<file path="config.mk">
export PLATFORM = sky130hd
export DESIGN_NAME = int_ctrl
export DESIGN_NICKNAME = d
export VERILOG_FILES = /design/src/rtl/int_ctrl_pkg.sv /design/src/rtl/int_prio_enc.sv /design/src/rtl/int_ctrl.sv
export SDC_FILE = /design/constraint.sdc
export NUM_CORES = 1
export LEC_CHECK = 0
export CAP_MARGIN = 20
export CORE_UTILIZATION = 47
export DETAILED_ROUTE_END_ITERATION = 10
export GPL_TIMING_DRIVEN = 0
export PLACE_DENSITY = 0.82
export SLEW_MARGIN = 5
export SYNTH_ARGS = -nofsm -noshare
export SYNTH_HDL_FRONTEND = slang
export SYNTH_SLANG_ARGS = --single-unit
</file>
<file path="constraint.sdc">
create_clock -name clk -period 4 [get_ports clk]
set_clock_uncertainty 0.1 [all_clocks]
set_input_delay 0.4 -clock clk [delete_from_list [all_inputs] [get_ports clk]]
set_output_delay 0.4 -clock clk [all_outputs]
set_load 0.05 [all_outputs]
</file>
<file path="src/rtl/int_ctrl_pkg.sv">
// Shared definitions for the SG32 interrupt controller: sizes, reset mask,
// FSM state encoding and a one-hot helper.
package int_ctrl_pkg;

  localparam int N_IRQ = 32;
  localparam int VEC_W = 5;
  localparam logic [N_IRQ-1:0] MASK_RST = 32'hFFFF_FFFF;

  typedef enum logic [1:0] {
    ST_IDLE    = 2'd0,
    ST_REQ     = 2'd1,
    ST_SERVICE = 2'd2
  } state_t;

  // One-hot decode of a vector index.
  function automatic logic [N_IRQ-1:0] vec_onehot(input logic [VEC_W-1:0] idx);
    logic [N_IRQ-1:0] one;
    one = {{(N_IRQ-1){1'b0}}, 1'b1};
    return one << idx;
  endfunction

endpackage

</file>
<file path="src/rtl/int_prio_enc.sv">
// Lowest-index-first priority encoder: bit 0 has the highest priority.
module int_prio_enc
  import int_ctrl_pkg::*;
(
  input  logic [N_IRQ-1:0] bits,
  output logic             any,
  output logic [VEC_W-1:0] idx
);

  // Scan from the top down so the lowest set bit is the last one written.
  always_comb begin
    any = 1'b0;
    idx = '0;
    for (int i = N_IRQ - 1; i >= 0; i--) begin
      if (bits[i]) begin
        any = 1'b1;
        idx = VEC_W'(i);
      end
    end
  end

endmodule

</file>
<file path="src/rtl/int_ctrl.sv">
// Interrupt controller for the SG32 core. Software interrupts and external
// IRQ rising edges collect in a pending register; the lowest-index enabled
// pending bit is offered to the core via int_req/int_vec until int_ack, and
// stays in service until iret.
// Handshake: int_req/int_vec are held stable from the cycle int_req rises
// until the cycle int_ack is sampled high; int_ack outside a request is ignored.
// Optional feature: define INT_NEST_EN to allow a higher-priority interrupt to
// preempt one in service (nested service); otherwise service is single level.
module int_ctrl
  import int_ctrl_pkg::*;
(
  input  logic             clk,
  input  logic             rst_n,
  input  logic             sw_int_set,
  input  logic [N_IRQ-1:0] sw_int_in,
  input  logic [N_IRQ-1:0] ext_irq,
  input  logic             iret,
  input  logic             mask_wr_en,
  input  logic [N_IRQ-1:0] mask_wr_data,
  input  logic             int_ack,
  output logic             int_req,
  output logic [VEC_W-1:0] int_vec,
  output logic [N_IRQ-1:0] pending_out,
  output logic [N_IRQ-1:0] in_service,
  output logic [N_IRQ-1:0] mask_out
);

  state_t           state, state_nxt;
  logic [N_IRQ-1:0] pending, in_svc, mask, irq_q;
  logic [VEC_W-1:0] vec_q;

  logic [N_IRQ-1:0] eligible, set_vec, clr_vec, svc_after_iret;
  logic             win_any, svc_any, ack_fire, iret_fire, preempt, latch_vec;
  logic [VEC_W-1:0] win_idx, svc_idx;

  assign eligible = pending & mask;

  int_prio_enc u_win_enc (
    .bits (eligible),
    .any  (win_any),
    .idx  (win_idx)
  );

  int_prio_enc u_svc_enc (
    .bits (in_svc),
    .any  (svc_any),
    .idx  (svc_idx)
  );

  assign ack_fire       = (state == ST_REQ) && int_ack;
  assign iret_fire      = (state == ST_SERVICE) && iret && svc_any;
  assign svc_after_iret = in_svc & ~vec_onehot(svc_idx);
  assign set_vec        = (sw_int_set ? sw_int_in : '0) | (ext_irq & ~irq_q);
  assign clr_vec        = ack_fire ? vec_onehot(vec_q) : '0;
  assign latch_vec      = (state != ST_REQ) && (state_nxt == ST_REQ);

`ifdef INT_NEST_EN
  // Only a strictly higher-priority (lower-index) bit may interrupt service.
  assign preempt = win_any && (win_idx < svc_idx);
`else
  assign preempt = 1'b0;
`endif

  // FSM state register.
  always_ff @(posedge clk or negedge rst_n) begin
    if (!rst_n) state <= ST_IDLE;
    else        state <= state_nxt;
  end

  // FSM next-state logic.
  always_comb begin
    state_nxt = state;
    case (state)
      ST_IDLE:    if (win_any) state_nxt = ST_REQ;
      ST_REQ:     if (int_ack) state_nxt = ST_SERVICE;
      ST_SERVICE: begin
        if (iret_fire) begin
          if (svc_after_iret == '0) state_nxt = ST_IDLE;
        end else if (preempt) begin
          state_nxt = ST_REQ;
        end
      end
      default:    state_nxt = ST_IDLE;
    endcase
  end

  // FSM outputs: the request is exactly the REQ state, the vector is latched.
  always_comb begin
    int_req = (state == ST_REQ);
    int_vec = vec_q;
  end

  // Edge detector history, pending register and enable mask.
  always_ff @(posedge clk or negedge rst_n) begin
    if (!rst_n) begin
      irq_q   <= '0;
      pending <= '0;
      mask    <= MASK_RST;
    end else begin
      irq_q   <= ext_irq;
      pending <= (pending & ~clr_vec) | set_vec;
      if (mask_wr_en) mask <= mask_wr_data;
    end
  end

  // Vector latch and in-service bitmap (set on ack, lowest bit popped on iret).
  always_ff @(posedge clk or negedge rst_n) begin
    if (!rst_n) begin
      vec_q  <= '0;
      in_svc <= '0;
    end else begin
      if (latch_vec) vec_q <= win_idx;
      if (ack_fire)       in_svc <= in_svc | vec_onehot(vec_q);
      else if (iret_fire) in_svc <= svc_after_iret;
    end
  end

  assign pending_out = pending;
  assign in_service  = in_svc;
  assign mask_out    = mask;

endmodule

</file>
==> run_results.csv, run 1 <==
group,metric,value,unit
status,status,"finished, final reports clean",
worst_setup_path,path_class,"flip-flop to flip-flop",
sta,maxSlewViolCount,0,
placed_design,globalplace.congestion,0.9777,
finish,antenna_cells,0,
worst_setup_path,cp-start-kind,"flip-flop",
worst_setup_path,slowest_delay,0.57,ns
clocking,numCtsBuffers,17,
worst_setup_path,slowest_stage,"nor4_4",
sta,worst_pin_slew,1.028,ns
global_route,grt_max_degree,96,
synth,yosysWarnings,0,
synth,synth.area.top_cells,"dfrtp_1, dfstp_2, mux2_2, nand2_1, a221o_1",
worst_setup_path,crit_top_cell,"nand4_1",
synth,syn_area,0.006575,mm2
power,p_leak,0.003774,uW
finish,drive_above_1_share,13.25,%
placed_design,dp_hpwl,18340,um
clocking,clk_pin_slew_worst_paths,0.06,ns
synth,syn_nets,749,
global_route,antenna_found_initial,0,
finish,nNetsFinal,972,
synth,synth.distinct_cells,62,
floorplanning,core_area,0.01345,mm2
synth,syn_inst,647,
routing,vias_per_cell,6.179,
routing,avgRoutedWirePerCell,23.42,um
sta,timing.hold.ws,0.3277,ns
clocking,clk_latency,0.43,ns
power,seqPwrFrac,34.9,%
global_route,grt_pass1_wl,38320,um
power,power_switching,1848,uW
clocking,cts_tree,"built",
worst_setup_path,cp-startpoint,"in_service[11]$_DFFE_PN0P_",
routing,drt-pass1-iter-count,6,
synth,synth_top_area_cell,"dfrtp_1",
worst_setup_path,rrSetupSlack,0.17,ns
finish,fin_cells,1059,
placed_design,dp.cells,1026,
synth,ys_ff_latch,135,
worst_setup_path,critPathArrivalTime,4.03,ns
worst_setup_path,regToRegStartpoint,"in_service[11]$_DFFE_PN0P_",
synth,synth_edf_count,0,
synth,synthFlopType,"dfrtp_1",
routing,num_vias,6544,
worst_hold_path,min_path_type,"input port to flip-flop",
floorplanning,fp-row-count,42,
sta,finalSetupViolCount,0,
synth,async_flop_share,100.0,%
clocking,htree_num_levels,4,
sta,finalCritPeriodShare,95.72,%
routing,antenna_left,0,
synth,yosysTopAreaCellShare,39.20,%
sta,setup_tns,0,ns
worst_setup_path,cp-end-kind,"flip-flop",
worst_setup_path,reg2regPathDepth,10,
power,power.density,522.6,mW/mm2
sta,finalHoldViolCount,0,
power,ir_worst_vdd,0.3776,mV
worst_hold_path,min_from,"ext_irq[10]",
floorplanning,dieHeight,120.3,um
job,maxCapViolations,0,
power,power_frac_clock,33.8,%
finish,final_cell_mix,"clkdlybuf4s50_1, dfrtp_1, nand2_1",
routing,drt-initial-drc-count,643,
global_route,gr-usage-all-layers,35.36,%
synth,syn_area_per_cell,10.16,um2
sta,fmax,261.2,MHz
synth,seq_area_frac_synth,51.99,%
power,combPwrFrac,31.3,%
sta,timing.slew.headroom,30.82,%
floorplanning,dieArea,0.01447,mm2
routing,drc,0,
clocking,clock-sinks,135,
finish,post-route-util,70.55,%
floorplanning,start_util,48.87,%
global_route,first_global_vias,6714,
global_route,grt-ovfl-total,0,
clocking,cts_buffer_depth,2,
sta,post-route-min-period,3.829,ns
finish,areaGrowthSynthToFinish,44.34,%
worst_setup_path,crit_fanout,8,
power,p_sw_share,37.26,%
clocking,clockRootBuffer,"clkbuf_16",
floorplanning,fp.dieW,120.3,um
placed_design,io_buffers,202,
finish,layout_commonest_cell,"clkdlybuf4s50_1",
floorplanning,io_pins,204,
worst_setup_path,path_cells,"buf_2 -> nor4_4 -> nand4_1 -> a21oi_1 -> and2_1 -> nand2_1 -> a211oi_1 -> nand4_1 -> or4_1 -> o32a_1",
worst_hold_path,min_path_cells,1,
routing,routed_wl,24810,um
power,internal_power,3112,uW
worst_setup_path,critPathRequiredTime,4.20,ns
-- final timing paths --
path                                               to
setup / recovery                   state[1]$_DFF_PN0_
hold / removal                    irq_q[10]$_DFF_PN0_
setup reg to reg                   state[1]$_DFF_PN0_
hold reg to reg                    state[0]$_DFF_PN0_
max in group asynchronous    mask_out[15]$_DFFE_PN1P_
min in group asynchronous  in_service[28]$_DFFE_PN0P_
-- power by group through the flow --
stage | Sequential, uW | Combinational [uW] | Clock [uW]
floorplan | 2020 | 620 | 0
global placement | 1740 | 1500 | 0
detailed placement | 1740 | 1520 | 0
CTS | 1720 | 1540 | 1680
global route | 1750 | 1650 | 1740
finish | 1730 | 1550 | 1670
-- kinds of logic after synthesis --
family          after synthesis  synth area share, %
simple gates                269                20.61
buf+inv                      38                2.417
flops                       135                51.99
compound gates              171                19.16
mux                          34                5.823
-- repair_timing --
action                                  4_1_cts  5_1_grt
hold buffers                                  1        0
endpoints found under the hold margin        33        0
buffers inserted                              0        0
gates resized for setup                       0        1
endpoints found under the setup margin        0        1
-- final cells by class --
cell class                      count  area (um2)
Multi-Input combinational cell    474        3004
Tap cell                          176       220.2
Sequential cell                   135        3418
Buffer                             18       83.83
Fill cell                         980        3963
Inverter                           20       75.07
Clock buffer                       18       429.2
Timing Repair Buffer              204        2061
Clock inverter                     14       198.9
-- state kept, by name, indices dropped and copies added (netlist names) --
register	cells
irq_q	32
int_vec	5
pending_out	32
mask_out	32
in_service	32
state	2
-- layer usage --
metal,routed length (um),global-route usage (%),vias up
met5,0,0,-
met4,802,15.35,0
met3,2139,7.453,70
met2,11720,56.36,399
met1,10150,46.65,3237
li1,-,-,2838
-- worst max-delay path, delay by kind of cell, from the launching register on --
kind	cells	cell delay (ns)
AOI/OAI and AO/OA	3	1.07
buffers and inverters	1	0.19
DFF	1	0.38
and+or+nand+nor	6	1.95
-- cells in the mapped netlist, drive strengths merged (6+ instances only) --
cell type,count
dfstp,32
dfrtp,103
nor2,49
mux2,34
and2,7
inv,20
nand2,99
and3,9
nor3,16
a221o,30
buf,6
a31oi,7
nor2b,36
nand2b,7
nand4,6
a22oi,11
clkbuf,12
o21ai,31
a21oi,36
nor4,12
nand3,14
-- through the flow --
step                      worst slack (ns)  total power (uW)  cell area, um2
after floorplan                     0.7677              2638            6575
after global placement              -2.675              3242            8817
after detailed placement           0.06542              3265            8846
after CTS                          0.03717              4942            9484
after global routing             -0.004138              5140            9490
final                               0.1711              4960            9490
Note: power is estimated with default switching activity, not from simulation.
==> run 2: changes to the inputs <==
--- a/config.mk
+++ b/config.mk
@@ -9,8 +9,9 @@
 export CORE_UTILIZATION = 47
 export DETAILED_ROUTE_END_ITERATION = 10
 export GPL_TIMING_DRIVEN = 0
-export PLACE_DENSITY = 0.82
+export PLACE_DENSITY = 0.81
 export SLEW_MARGIN = 5
 export SYNTH_ARGS = -nofsm -noshare
 export SYNTH_HDL_FRONTEND = slang
+export SYNTH_HIERARCHICAL = 1
 export SYNTH_SLANG_ARGS = --single-unit
==> run_results.csv, run 2 <==
group,metric,value,unit
global_route,grt_pass1_wl,36760,um
finish,antenna_cells,0,
clocking,cts_setup_buffers,0,
global_route,gr-usage-all-layers,33.90,%
finish,seqCellArea,0.003418,mm2
floorplanning,fp-row-count,42,
sta,setup_tns,0,ns
finish,areaGrowthSynthToFinish,43.66,%
sta,post-route-min-period,3.827,ns
global_route,antenna_found_initial,0,
routing,antenna_left,0,
clocking,htree_num_levels,4,
placed_design,io_buffers,202,
global_route,grt_max_degree,102,
sta,finalSetupViolCount,0,
worst_setup_path,reg2regPathDepth,11,
finish,nNetsFinal,962,
worst_setup_path,slowest_delay,0.56,ns
routing,drt-initial-drc-count,485,
synth,synth_edf_count,0,
sta,fmax,261.3,MHz
floorplanning,dieHeight,120.4,um
finish,nFillCells,999,
synth,async_flop_share,100.0,%
synth,ys_ff_latch,135,
clocking,cts_buffer_depth,2,
floorplanning,io_pins,204,
power,ir_worst_vdd,0.3063,mV
synth,yosysTopAreaCellShare,39.10,%
clocking,cts_tree,"built",
worst_setup_path,regToRegStartpoint,"in_service[31]$_DFFE_PN0P_",
finish,multiInputGateArea,0.003015,mm2
worst_setup_path,critPathRequiredTime,4.20,ns
global_route,first_global_vias,6471,
finish,drive_above_1_share,10.77,%
synth,syn_area,0.006591,mm2
synth,yosysMostFrequentCell,"dfrtp_1",
synth,syn_inst,637,
placed_design,dp_hpwl,17770,um
routing,num_vias,6395,
worst_setup_path,crit_fanout,10,
floorplanning,core_area,0.01345,mm2
synth,synthFlopType,"dfrtp_1",
worst_setup_path,rrSetupSlack,0.17,ns
sta,finalHoldViolCount,0,
power,p_leak,0.003848,uW
power,power.total,3492,uW
job,maxCapViolations,0,
clocking,clock-sinks,135,
worst_setup_path,cp-start-kind,"flip-flop",
sta,worst_pin_slew,0.8476,ns
synth,synth_common_cells,"dfrtp_1, nand2_1, nor2b_1",
sta,timing.slew.headroom,43.37,%
clocking,clk_pin_slew_worst_paths,0.06,ns
floorplanning,dieArea,0.01450,mm2
synth,synth.area.top_cells,"dfrtp_1, dfstp_2, mux2_1, a221o_1, nand2_1",
synth,seq_area_frac_synth,51.86,%
clocking,clockRootBuffer,"clkbuf_16",
status,status,"finished, final reports clean",
worst_hold_path,min_path_type,"input port to async pin",
worst_setup_path,crit_buf_inv,2,
routing,drt-pass1-iter-count,5,
finish,layout_commonest_cell,"clkdlybuf4s50_1",
worst_setup_path,path_cells,"nor2_1 -> nor3_1 -> o311ai_0 -> a31o_2 -> a31oi_1 -> buf_2 -> inv_1 -> o32ai_1 -> o211ai_1 -> or4_1 -> o31a_1",
worst_setup_path,cpLargestDelayFamily,"compound AO/OA/AOI/OAI gates",
worst_setup_path,cp-end-kind,"flip-flop",
routing,vias_per_cell,6.096,
synth,synth.distinct_cells,59,
global_route,grt-ovfl-total,0,
synth,syn_area_per_cell,10.35,um2
placed_design,globalplace.congestion,0.9704,
synth,synth_top_area_cell,"dfrtp_1",
clocking,clk_latency,0.42,ns
routing,routed_wl,23700,um
floorplanning,fp.dieW,120.4,um
synth,yosysWarnings,6,
power,power.density,368.7,mW/mm2
sta,rsz0062_at_grt,"false",
routing,drc,0,
routing,avgRoutedWirePerCell,22.60,um
worst_setup_path,slowest_stage,"or4_1",
synth,syn_nets,739,
worst_setup_path,timing.rr.end,"state[1]$_DFF_PN0_",
sta,finalCritPeriodShare,95.67,%
finish,final_cell_mix,"clkdlybuf4s50_1, dfrtp_1, nand2_1",
finish,post-route-util,70.39,%
floorplanning,start_util,49.00,%
sta,maxSlewViolCount,0,
worst_setup_path,critPathArrivalTime,4.02,ns
clocking,numCtsBuffers,17,
worst_setup_path,path_class,"flip-flop to flip-flop",
==> run 2: final cells by class <==
cell class,count,share of cell area (%)
Timing Repair Buffer,204,21.76
Multi-Input combinational cell,463,31.84
Tap cell,176,2.326
Sequential cell,135,36.10
Clock inverter,14,1.586
Buffer,22,1.070
Inverter,17,0.6739
Clock buffer,18,4.638
==> run 2: repair_timing <==
action                                  CTS  global route
cloned                                    0             0
endpoints found under the hold margin    26             0
resized for setup                         1             2
hold buffers                              1             0
endpoints found under the setup margin    1             1
==> run 2: worst max-delay path by stage <==
stage,from,end,slack [ns],cells past startpoint
3_5_place_dp,in_service[28]$_DFFE_PN0P_,state[1]$_DFF_PN0_,-0.08,11
5_1_grt,in_service[24]$_DFFE_PN0P_,state[1]$_DFF_PN0_,0.03,11
2_1_floorplan,in_service[31]$_DFFE_PN0P_,state[1]$_DFF_PN0_,0.59,11
4_1_cts,in_service[28]$_DFFE_PN0P_,state[1]$_DFF_PN0_,0.15,11
3_3_place_gp,rst_n,pending_out[24]$_DFF_PN0_,-2.55,1
6_report,in_service[31]$_DFFE_PN0P_,state[1]$_DFF_PN0_,0.17,11
==> run 2: worst reg2reg max path, stage by stage (launching register included) <==
cell,delay [ns]
dfrtp_1,0.51
nor2_1,0.12
nor3_1,0.14
o311ai_0,0.23
a31o_2,0.30
a31oi_1,0.52
buf_2,0.34
inv_1,0.17
o32ai_1,0.30
o211ai_1,0.13
or4_1,0.56
o31a_1,0.28
==> run 2: where the power goes <==
group          internal (uW)  switching [uW]
registers               1440            30.9
clock network            937             614
logic                    207             263
==> run 2: cells by family after synthesis <==
logic type | count (synthesis) | synth area share (%)
simple gates | 285 | 23.92
compound gates | 140 | 15.24
flops | 135 | 51.86
buf+inv | 39 | 2.487
mux | 38 | 6.492
==> run 2: per-layer routing <==
layer	vias up	track usage, %	share of wire, %
li1	2798	-	-
met3	41	7.453	7.7
met5	-	0	0
met4	0	12.73	2.2
met2	364	56.90	50
met1	3192	42.84	40
==> run 2: per-stage QoR <==
step / setup WS, ns / hold slack (ns) / area (um2) / instances
final: 0.1731 / 0.3274 / 9469 / 1049
after global routing: 0.02879 / 0.3359 / 9469 / 1049
after CTS: 0.1461 / 0.3159 / 9468 / 1049
after detailed placement: -0.08223 / 0.2124 / 8862 / 1016
after global placement: -2.548 / 0.4110 / 8833 / 1015
after floorplan: 0.5925 / 0.004409 / 6591 / 637
==> run 3: changes to the inputs <==
--- a/config.mk
+++ b/config.mk
@@ -6,6 +6,7 @@
 export NUM_CORES = 1
 export LEC_CHECK = 0
 export CAP_MARGIN = 20
+export CORE_ASPECT_RATIO = 1.2
 export CORE_UTILIZATION = 47
 export DETAILED_ROUTE_END_ITERATION = 10
 export GPL_TIMING_DRIVEN = 0
==> run_results.csv, run 3 (same netlist as run 2, synthesis figures left out) <==
group,metric,value,unit
floorplanning,dieHeight,131.7,um
routing,drc,0,
sta,timing.slew.headroom,46.36,%
floorplanning,dieArea,0.01450,mm2
sta,finalHoldViolCount,0,
worst_setup_path,cp-end-kind,"flip-flop",
worst_setup_path,slowest_stage,"dfrtp_1",
clocking,htree_num_levels,4,
global_route,gr-usage-all-layers,32.83,%
routing,antenna_left,0,
global_route,grt_pass1_wl,35510,um
clocking,clock-sinks,135,
worst_setup_path,crit_top_cell,"a21oi_1",
power,power.density,360.7,mW/mm2
clocking,clk_pin_slew_worst_paths,0.06,ns
worst_setup_path,critPathArrivalTime,4.04,ns
worst_setup_path,regToRegStartpoint,"in_service[24]$_DFFE_PN0P_",
worst_setup_path,critPathRequiredTime,4.19,ns
worst_setup_path,slowest_delay,0.49,ns
clocking,cts_buffer_depth,2,
finish,fin_cells,1044,
worst_hold_path,min_path_type,"input port to flip-flop",
job,maxCapViolations,0,
sta,finalSetupViolCount,0,
worst_hold_path,min_path_cells,2,
finish,areaGrowthSynthToFinish,43.13,%
clocking,cts_tree,"built",
sta,fmax,259.6,MHz
finish,drive_above_1_share,10.54,%
finish,layout_commonest_cell,"clkdlybuf4s50_1",
routing,vias_per_cell,6.064,
finish,antenna_cells,0,
global_route,first_global_vias,6617,
clocking,numCtsBuffers,17,
routing,routed_wl,22890,um
finish,multiInputGateArea,0.003022,mm2
clocking,clk_latency,0.41,ns
power,p_leak,0.003823,uW
global_route,grt-ovfl-total,0,
placed_design,globalplace.congestion,0.9515,
placed_design,io_buffers,202,
finish,final_cell_mix,"clkdlybuf4s50_1, dfrtp_1, nand2_1",
finish,nFillCells,1077,
global_route,antenna_found_initial,0,
sta,worst_pin_slew,0.8029,ns
floorplanning,start_util,47.90,%
floorplanning,io_pins,204,
floorplanning,core_area,0.01376,mm2
clocking,clockRootBuffer,"clkbuf_16",
routing,avgRoutedWirePerCell,21.93,um
worst_setup_path,reg2regPathDepth,11,
placed_design,dp.cells,1011,
floorplanning,fp-row-count,47,
worst_hold_path,holdPathEnd,"mask_out[0]$_DFFE_PN1P_",
worst_hold_path,min_from,"mask_wr_en",
finish,seqCellArea,0.003418,mm2
routing,num_vias,6331,
finish,post-route-util,68.56,%
sta,finalCritPeriodShare,96.31,%
worst_setup_path,path_cells,"nor4_1 -> a21oi_1 -> o21ai_1 -> a21oi_1 -> nor4b_2 -> buf_2 -> nand3b_1 -> or3b_1 -> a21oi_1 -> o221ai_1 -> o31a_1",
status,status,"finished, final reports clean",
finish,nNetsFinal,962,
power,ir_worst_vdd,0.3597,mV
routing,drt-initial-drc-count,575,
sta,maxSlewViolCount,0,
floorplanning,fp.dieW,110.1,um
sta,post-route-min-period,3.852,ns
worst_setup_path,rrSetupSlack,0.15,ns
placed_design,dp_hpwl,17590,um
worst_setup_path,crit_fanout,10,
worst_setup_path,timing.rr.end,"state[1]$_DFF_PN0_",
global_route,grt_max_degree,99,
routing,drt-pass1-iter-count,6,
worst_setup_path,cp-start-kind,"flip-flop",
sta,rsz0062_at_grt,"false",
worst_setup_path,path_class,"flip-flop to flip-flop",
run 3: changes by cell type in the layout (fill, tap and decap cells not counted), sizes merged:
cell,change
clkinv,-3
inv,+2
bufinv,-1
clkbuf,+1
clkinvlp,+1
run 3: area by class of cell:
| cell class | instances | share of cell area [%] |
|---|---|---|
| well taps | 171 | 2.268 |
| clock buffers | 19 | 4.589 |
| repair buffers | 204 | 21.84 |
| plain buffers | 22 | 1.061 |
| inverters | 17 | 0.6764 |
| clock inverters | 13 | 1.300 |
| flip-flops and latches | 135 | 36.23 |
| multi-input cells | 463 | 32.03 |
run 3: critical path, delay by kind of cell, from the launching register on:
family | cells | cell delay [ns]
DFF | 1 | 0.49
buffers and inverters | 1 | 0.32
and+or+nand+nor | 4 | 1.62
AOI/OAI and AO/OA | 6 | 1.19
run 3: through the flow:
stage | total power (uW) | setup slack (ns) | hold WS [ns] | instance area, um2 | TNS, ns
2_1_floorplan | 1721 | 0.5925 | 0.004409 | 6591 | 0
3_3_place_gp | 1942 | -2.522 | 0.4150 | 8827 | -288.57
3_5_place_dp | 1957 | 0.06191 | 0.2272 | 8856 | 0
4_1_cts | 3418 | 0.04011 | 0.2969 | 9422 | 0
5_1_grt | 3513 | 0.04845 | 0.3061 | 9434 | 0
6_report | 3403 | 0.1477 | 0.2989 | 9434 | 0
run 3: repair_timing:
item | 4_1_cts | 5_1_grt
endpoints found under the hold margin | 31 | 0
hold buffers | 1 | 0
resized for setup | 0 | 2
endpoints found under the setup margin | 0 | 1
setup buffers | 0 | 0
run 3: per-layer routing:
| layer | track usage [%] | vias to the layer above | wire (um) |
|---|---|---|---|
| met2 | 55.42 | 325 | 11650 |
| met4 | 15.94 | 0 | 1058 |
| li1 | - | 2792 | - |
| met1 | 38.63 | 3148 | 8670 |
| met3 | 7.837 | 66 | 1510 |
| met5 | 0 | - | 0 |
run 3: worst max path at each step:
stage,depth (start not counted),to,slack (ns),from
6_report,11,state[1]$_DFF_PN0_,0.15,in_service[24]$_DFFE_PN0P_
5_1_grt,11,state[1]$_DFF_PN0_,0.05,in_service[24]$_DFFE_PN0P_
4_1_cts,11,state[1]$_DFF_PN0_,0.04,in_service[28]$_DFFE_PN0P_
3_5_place_dp,11,state[1]$_DFF_PN0_,0.06,in_service[28]$_DFFE_PN0P_
3_3_place_gp,1,irq_q[14]$_DFF_PN0_,-2.52,rst_n
2_1_floorplan,11,state[1]$_DFF_PN0_,0.59,in_service[31]$_DFFE_PN0P_
run 3: power breakdown:
part | total, uW | internal, uW | leakage, uW | switching [uW]
Clock | 1460 | 861 | 0.000261 | 603
Combinational | 468 | 206 | 0.00203 | 261
Sequential | 1470 | 1440 | 0.00153 | 31.2
